--- config.mk ---
export PLATFORM = sky130hd
export DESIGN_NAME = mm_arbiter
export DESIGN_NICKNAME = d
export VERILOG_FILES = /design/src/rtl/mm_arbiter.sv
export SDC_FILE = /design/constraint.sdc
export NUM_CORES = 2
export LEC_CHECK = 0
export BUFFER_PORTS_ARGS = -buffer_cell sky130_fd_sc_hd__buf_2
export CAP_MARGIN = 20
export CORE_AREA = 2 2 638 640
export CTS_CLUSTER_SIZE = 30
export DETAILED_ROUTE_END_ITERATION = 8
export DIE_AREA = 0 0 640 642
export SLEW_MARGIN = 20
export SYNTH_ARGS = -nofsm -noshare
export SYNTH_HDL_FRONTEND = slang
export SYNTH_SLANG_ARGS = --single-unit
--- constraint.sdc ---
create_clock -name clk -period 2.8 [get_ports clk]
set_clock_uncertainty 0.2 [all_clocks]
set_input_delay 0.7 -clock clk [delete_from_list [all_inputs] [get_ports clk]]
set_output_delay 0.7 -clock clk [all_outputs]
set_load 0.02 [all_outputs]
--- src/rtl/mm_arbiter.sv ---
// Round-robin arbiter sharing one line-wide main memory port between two L1 controllers.
// Latency: strobe one cycle after grant; read/write complete pulse then one RESP cycle; requesters wait on level requests.
module mm_arbiter #(
    parameter int unsigned WRITE_TPUT = 4
) (
    input  logic         clk,
    input  logic         reset,
    input  logic [31:0]  rq0_a,
    input  logic         rq0_read,
    input  logic         rq0_write,
    input  logic [255:0] rq0_wd,
    output logic [255:0] rq0_rd,
    output logic         rq0_rd_valid,
    output logic         rq0_wr_done,
    input  logic [31:0]  rq1_a,
    input  logic         rq1_read,
    input  logic         rq1_write,
    input  logic [255:0] rq1_wd,
    output logic [255:0] rq1_rd,
    output logic         rq1_rd_valid,
    output logic         rq1_wr_done,
    output logic [31:0]  mm_a,
    output logic         mm_read,
    output logic         mm_write,
    output logic [255:0] mm_wd,
    input  logic [255:0] mm_rd,
    input  logic         mm_readdata_valid,
    output logic         busy,
    output logic         err
);

    typedef enum logic [1:0] {IDLE, RD, WR, RESP} state_t;

    state_t       state_q;
    logic         pri_q;
    logic         gnt_q;
    logic [7:0]   cnt_q;

    logic         req0;
    logic         req1;
    logic         gnt_vld;
    logic         gnt_d;
    logic         pri_d;
    logic         g_read;
    logic         g_write;
    logic [31:0]  g_a;
    logic [255:0] g_wd;

    // Line offset bits are not part of the memory address.
    logic unused_offset_bits;
    assign unused_offset_bits = ^{rq0_a[4:0], rq1_a[4:0]};

    always_comb begin
        req0    = rq0_read | rq0_write;
        req1    = rq1_read | rq1_write;
        gnt_vld = req0 | req1;
        gnt_d   = 1'b0;
        pri_d   = pri_q;
        if (req0 && req1) begin
            gnt_d = pri_q;
            pri_d = ~pri_q;
        end else if (req1) begin
            gnt_d = 1'b1;
        end
        g_read  = gnt_d ? rq1_read  : rq0_read;
        g_write = gnt_d ? rq1_write : rq0_write;
        g_a     = gnt_d ? rq1_a     : rq0_a;
        g_wd    = gnt_d ? rq1_wd    : rq0_wd;
    end

    always_ff @(posedge clk) begin
        if (reset) begin
            state_q      <= IDLE;
            pri_q        <= 1'b0;
            gnt_q        <= 1'b0;
            cnt_q        <= 8'd0;
            mm_a         <= 32'd0;
            mm_read      <= 1'b0;
            mm_write     <= 1'b0;
            mm_wd        <= 256'd0;
            rq0_rd       <= 256'd0;
            rq1_rd       <= 256'd0;
            rq0_rd_valid <= 1'b0;
            rq1_rd_valid <= 1'b0;
            rq0_wr_done  <= 1'b0;
            rq1_wr_done  <= 1'b0;
            busy         <= 1'b0;
            err          <= 1'b0;
        end else begin
            rq0_rd_valid <= 1'b0;
            rq1_rd_valid <= 1'b0;
            rq0_wr_done  <= 1'b0;
            rq1_wr_done  <= 1'b0;
            if (mm_readdata_valid && state_q != RD) begin
                err <= 1'b1;
            end
            case (state_q)
                IDLE: begin
                    if (gnt_vld) begin
                        gnt_q <= gnt_d;
                        pri_q <= pri_d;
                        mm_a  <= {g_a[31:5], 5'b0};
                        mm_wd <= g_wd;
                        cnt_q <= 8'd0;
                        busy  <= 1'b1;
                        if (g_write) begin
                            state_q  <= WR;
                            mm_write <= 1'b1;
                            if (g_read) begin
                                err <= 1'b1;
                            end
                        end else begin
                            state_q <= RD;
                            mm_read <= 1'b1;
                        end
                    end
                end
                RD: begin
                    if (mm_readdata_valid) begin
                        mm_read <= 1'b0;
                        state_q <= RESP;
                        if (gnt_q) begin
                            rq1_rd       <= mm_rd;
                            rq1_rd_valid <= 1'b1;
                        end else begin
                            rq0_rd       <= mm_rd;
                            rq0_rd_valid <= 1'b1;
                        end
                    end
                end
                WR: begin
                    // Memory has no write acknowledge: completion is purely time based.
                    if (cnt_q == 8'(WRITE_TPUT - 1)) begin
                        mm_write <= 1'b0;
                        state_q  <= RESP;
                        if (gnt_q) begin
                            rq1_wr_done <= 1'b1;
                        end else begin
                            rq0_wr_done <= 1'b1;
                        end
                    end else begin
                        cnt_q <= cnt_q + 8'd1;
                    end
                end
                RESP: begin
                    state_q <= IDLE;
                    busy    <= 1'b0;
                end
                default: begin
                    state_q <= IDLE;
                    busy    <= 1'b0;
                end
            endcase
        end
    end

endmodule

==> out/results.tsv <==
metric	value	unit
hold_path.class	in2reg	
fin_tns_setup	0	ns
r2r_setup_slack	0.13	ns
cp-end-kind	register	
maxSlewViolCount	0	
hold_violations	0	
clock-sinks	815	
slowest_delay	0.58	ns
clock_path_buffers	4	
power.leakage	0.02415	uW
worstPathMaxFanout	19	
ant_nets	0	
drt-total-wl	346000	um
wl_met1	119800	um
setup_viol_count_final	0	
synth_edf_count	0	
async_reset_ff_frac	0	
synth_area_leaders	dfxtp_1, nand2_1, mux2i_1, a21oi_1, a211oi_1	
status	finished clean	
path_cells	o22ai_4 -> buf_12 -> buf_4 -> mux2i_1 -> dlygate4sd3_1 -> a211oi_1	
post-route-period-util	0.9542	
p_per_area	852.3	mW/mm^2
port_buffers	1631	
cp.arrival	3.19	ns
grt_max_degree	90	
timing.fmax	374.3	MHz
dr_wl_met2	145800	um
cp.required	3.32	ns
holdWs	0.07111	ns
syn_avg_cell_area	8.509	sq um
p_comb_frac	0.398	
routed_via_density	3.380	
final_nets	6718	
switchingPower	19770	uW
grt_overflow	0	
grt_pass1_wl	420300	um
yosys_warnings	0	
power_frac_seq	0.308	
cts_tree	done	
synth-seq-cells	815	
ir_drop	0.6330	mV
cts_buffers	107	
wl_met3	60870	um
path_buf_inv	3	
synth_area	0.03072	sq mm
highest_layer	met5	
rows	234	
clkPwrFrac	0.294	
grt_usage	0.1610	
core_area	0.4043	sq mm
cp_slowest_cell	dlygate4sd3_1	
cts.clk_slew.worst_paths	0.06	ns
critPathKind	reg2reg	
power_switching_share	0.4085	
critPathTopFamily	buffers and inverters	
synthCells	3610	
wire_per_inst	30.06	um
dr.pass1.iters	7	
grt_pass1_vias	35430	
start_kind	register	
cap_violations	0	
drtIter0Drc	3529	
synth_top_area_frac	0.5312	
area_growth	84.90	%
synthFlopType	dfxtp_1	
power.internal	28630	uW
gp_congestion	1.070	
dp_hpwl	303000	um
htree_levels	3	
cts.repair.resized	0	
max_slew.worst_pin.slew	0.7665	ns
ys_types	49	
dieArea	0.4109	sq mm
antenna_found_initial	357	
worst_slew_margin_rel	0.4890	
start_util	0.07597	
cts_root_buf	clkbuf_16	
finalPower	48410	uW
die_x	640	um
drive_above_1_share	0.3271	
rsz0062_at_grt	false	
drcViolationCount	0	
ios	1647	
die_y	642	um
vias	38900	
clk_latency	0.83	ns
period_minus_slack	2.672	ns
seq_area_frac_synth	0.5312	
synth_top_cell_by_area	dfxtp_1	
tightest hold or removal path, stage by stage:
cell and delay, ns:
buf_2 0.10, mux2i_1 0.14, a211oi_1 0.09
per-stage QoR:
stage	cell area [sq um]	instances	utilization	worst slack, ns
after floorplan	30730	3614	-	0.5045
after global placement	46020	10500	0.1138	0.08416
after detailed placement	46020	10500	0.1138	0.04494
after CTS	56490	11380	0.1397	0.08582
after global routing	56590	11420	0.1400	0.03509
final	56800	11510	0.1405	0.1283
synth_stat cells, types with 3 or more instances:
library cell	n
a21o_1	3
dfxtp_1	815
buf_2	80
nand2_1	1029
ha_1	6
buf_4	6
a21oi_1	517
nor2_1	299
xnor2_1	5
inv_1	7
clkbuf_1	217
o21ai_0	5
mux2i_1	284
buf_1	3
a211oi_1	287
nand3_1	6
path summary, 6_finish.rpt:
kind                             startpoint  cells past startpoint          end
worst max register to register        pri_q                      6   mm_wd[121]
worst min register to register  rq0_rd[250]                      2  rq0_rd[250]
worst min-delay path             rq0_wd[23]                      3    mm_wd[23]
worst max-delay path                  pri_q                      6   mm_wd[121]
flip-flops by register name, indices dropped and copies added, names as in the netlist:
register and flops:
rq1_rd_valid 1, rq1_wr_done 1, mm_read 1, err 1
mm_wd 256, rq0_rd 256, pri_q 1, rq0_rd_valid 1
rq0_wr_done 1, cnt_q 8, rq1_rd 256, mm_a 27
gnt_q 1, mm_write 1, busy 1, state_q 2
routing by layer:
layer / vias to the layer above / global-route usage
li1: 16860 / -
met1: 18170 / 0.1685
met2: 2574 / 0.2466
met3: 1023 / 0.1175
met5: - / 0
met4: 276 / 0.06093
cell families after synthesis:
family | count (synthesis) | share of synthesized area
other | 1 | 0.0001221
XOR/XNOR | 6 | 0.001711
AND/OR/NAND/NOR | 1353 | 0.1683
adder cells (fa/ha/maj) | 6 | 0.002444
flip-flops | 815 | 0.5312
AO/OA/AOI/OAI | 831 | 0.1613
multiplexers | 284 | 0.09255
buffers and inverters | 314 | 0.04240
power by group through the flow:
stage / sequential [uW] / combinational, uW / clock, uW
5_1_grt: 15100 / 20400 / 15000
4_1_cts: 14900 / 19200 / 14600
3_3_place_gp: 15000 / 17600 / 0
3_5_place_dp: 15100 / 17600 / 0
2_1_floorplan: 17400 / 6820 / 0
6_report: 14900 / 19300 / 14200
cell type report:
cell class / instances / area (sq um)
inverter: 7 / 26.28
antenna: 124 / 310.3
clock buffer: 146 / 3025
tap: 5428 / 6792
timing repair buffer: 2457 / 16660
clock inverter: 46 / 509.2
fill: 46260 / 347500
multi-input combinational: 2485 / 13160
sequential: 815 / 16320
placed cells by master (no fill, tap or decap), types with 7 or more instances in the layout:
cell	Yosys	layout
buf_2	80	1630
nand2_1	1029	1029
dfxtp_1	815	815
dlygate4sd3_1	0	693
a21oi_1	517	517
nor2_1	299	298
a211oi_1	287	287
mux2i_1	284	284
diode_2	0	124
clkbuf_16	0	108
buf_4	6	89
buf_12	0	44
clkinv_2	0	23
clkbuf_1	217	20
clkbuf_8	0	18
inv_1	7	7
bufinv_16	0	7
timing repair:
action                                 CTS  global route
setup buffers                            0             0
endpoints found under the hold margin  746             0
hold buffers                           693             0
Power figures use the tool's default switching activity.
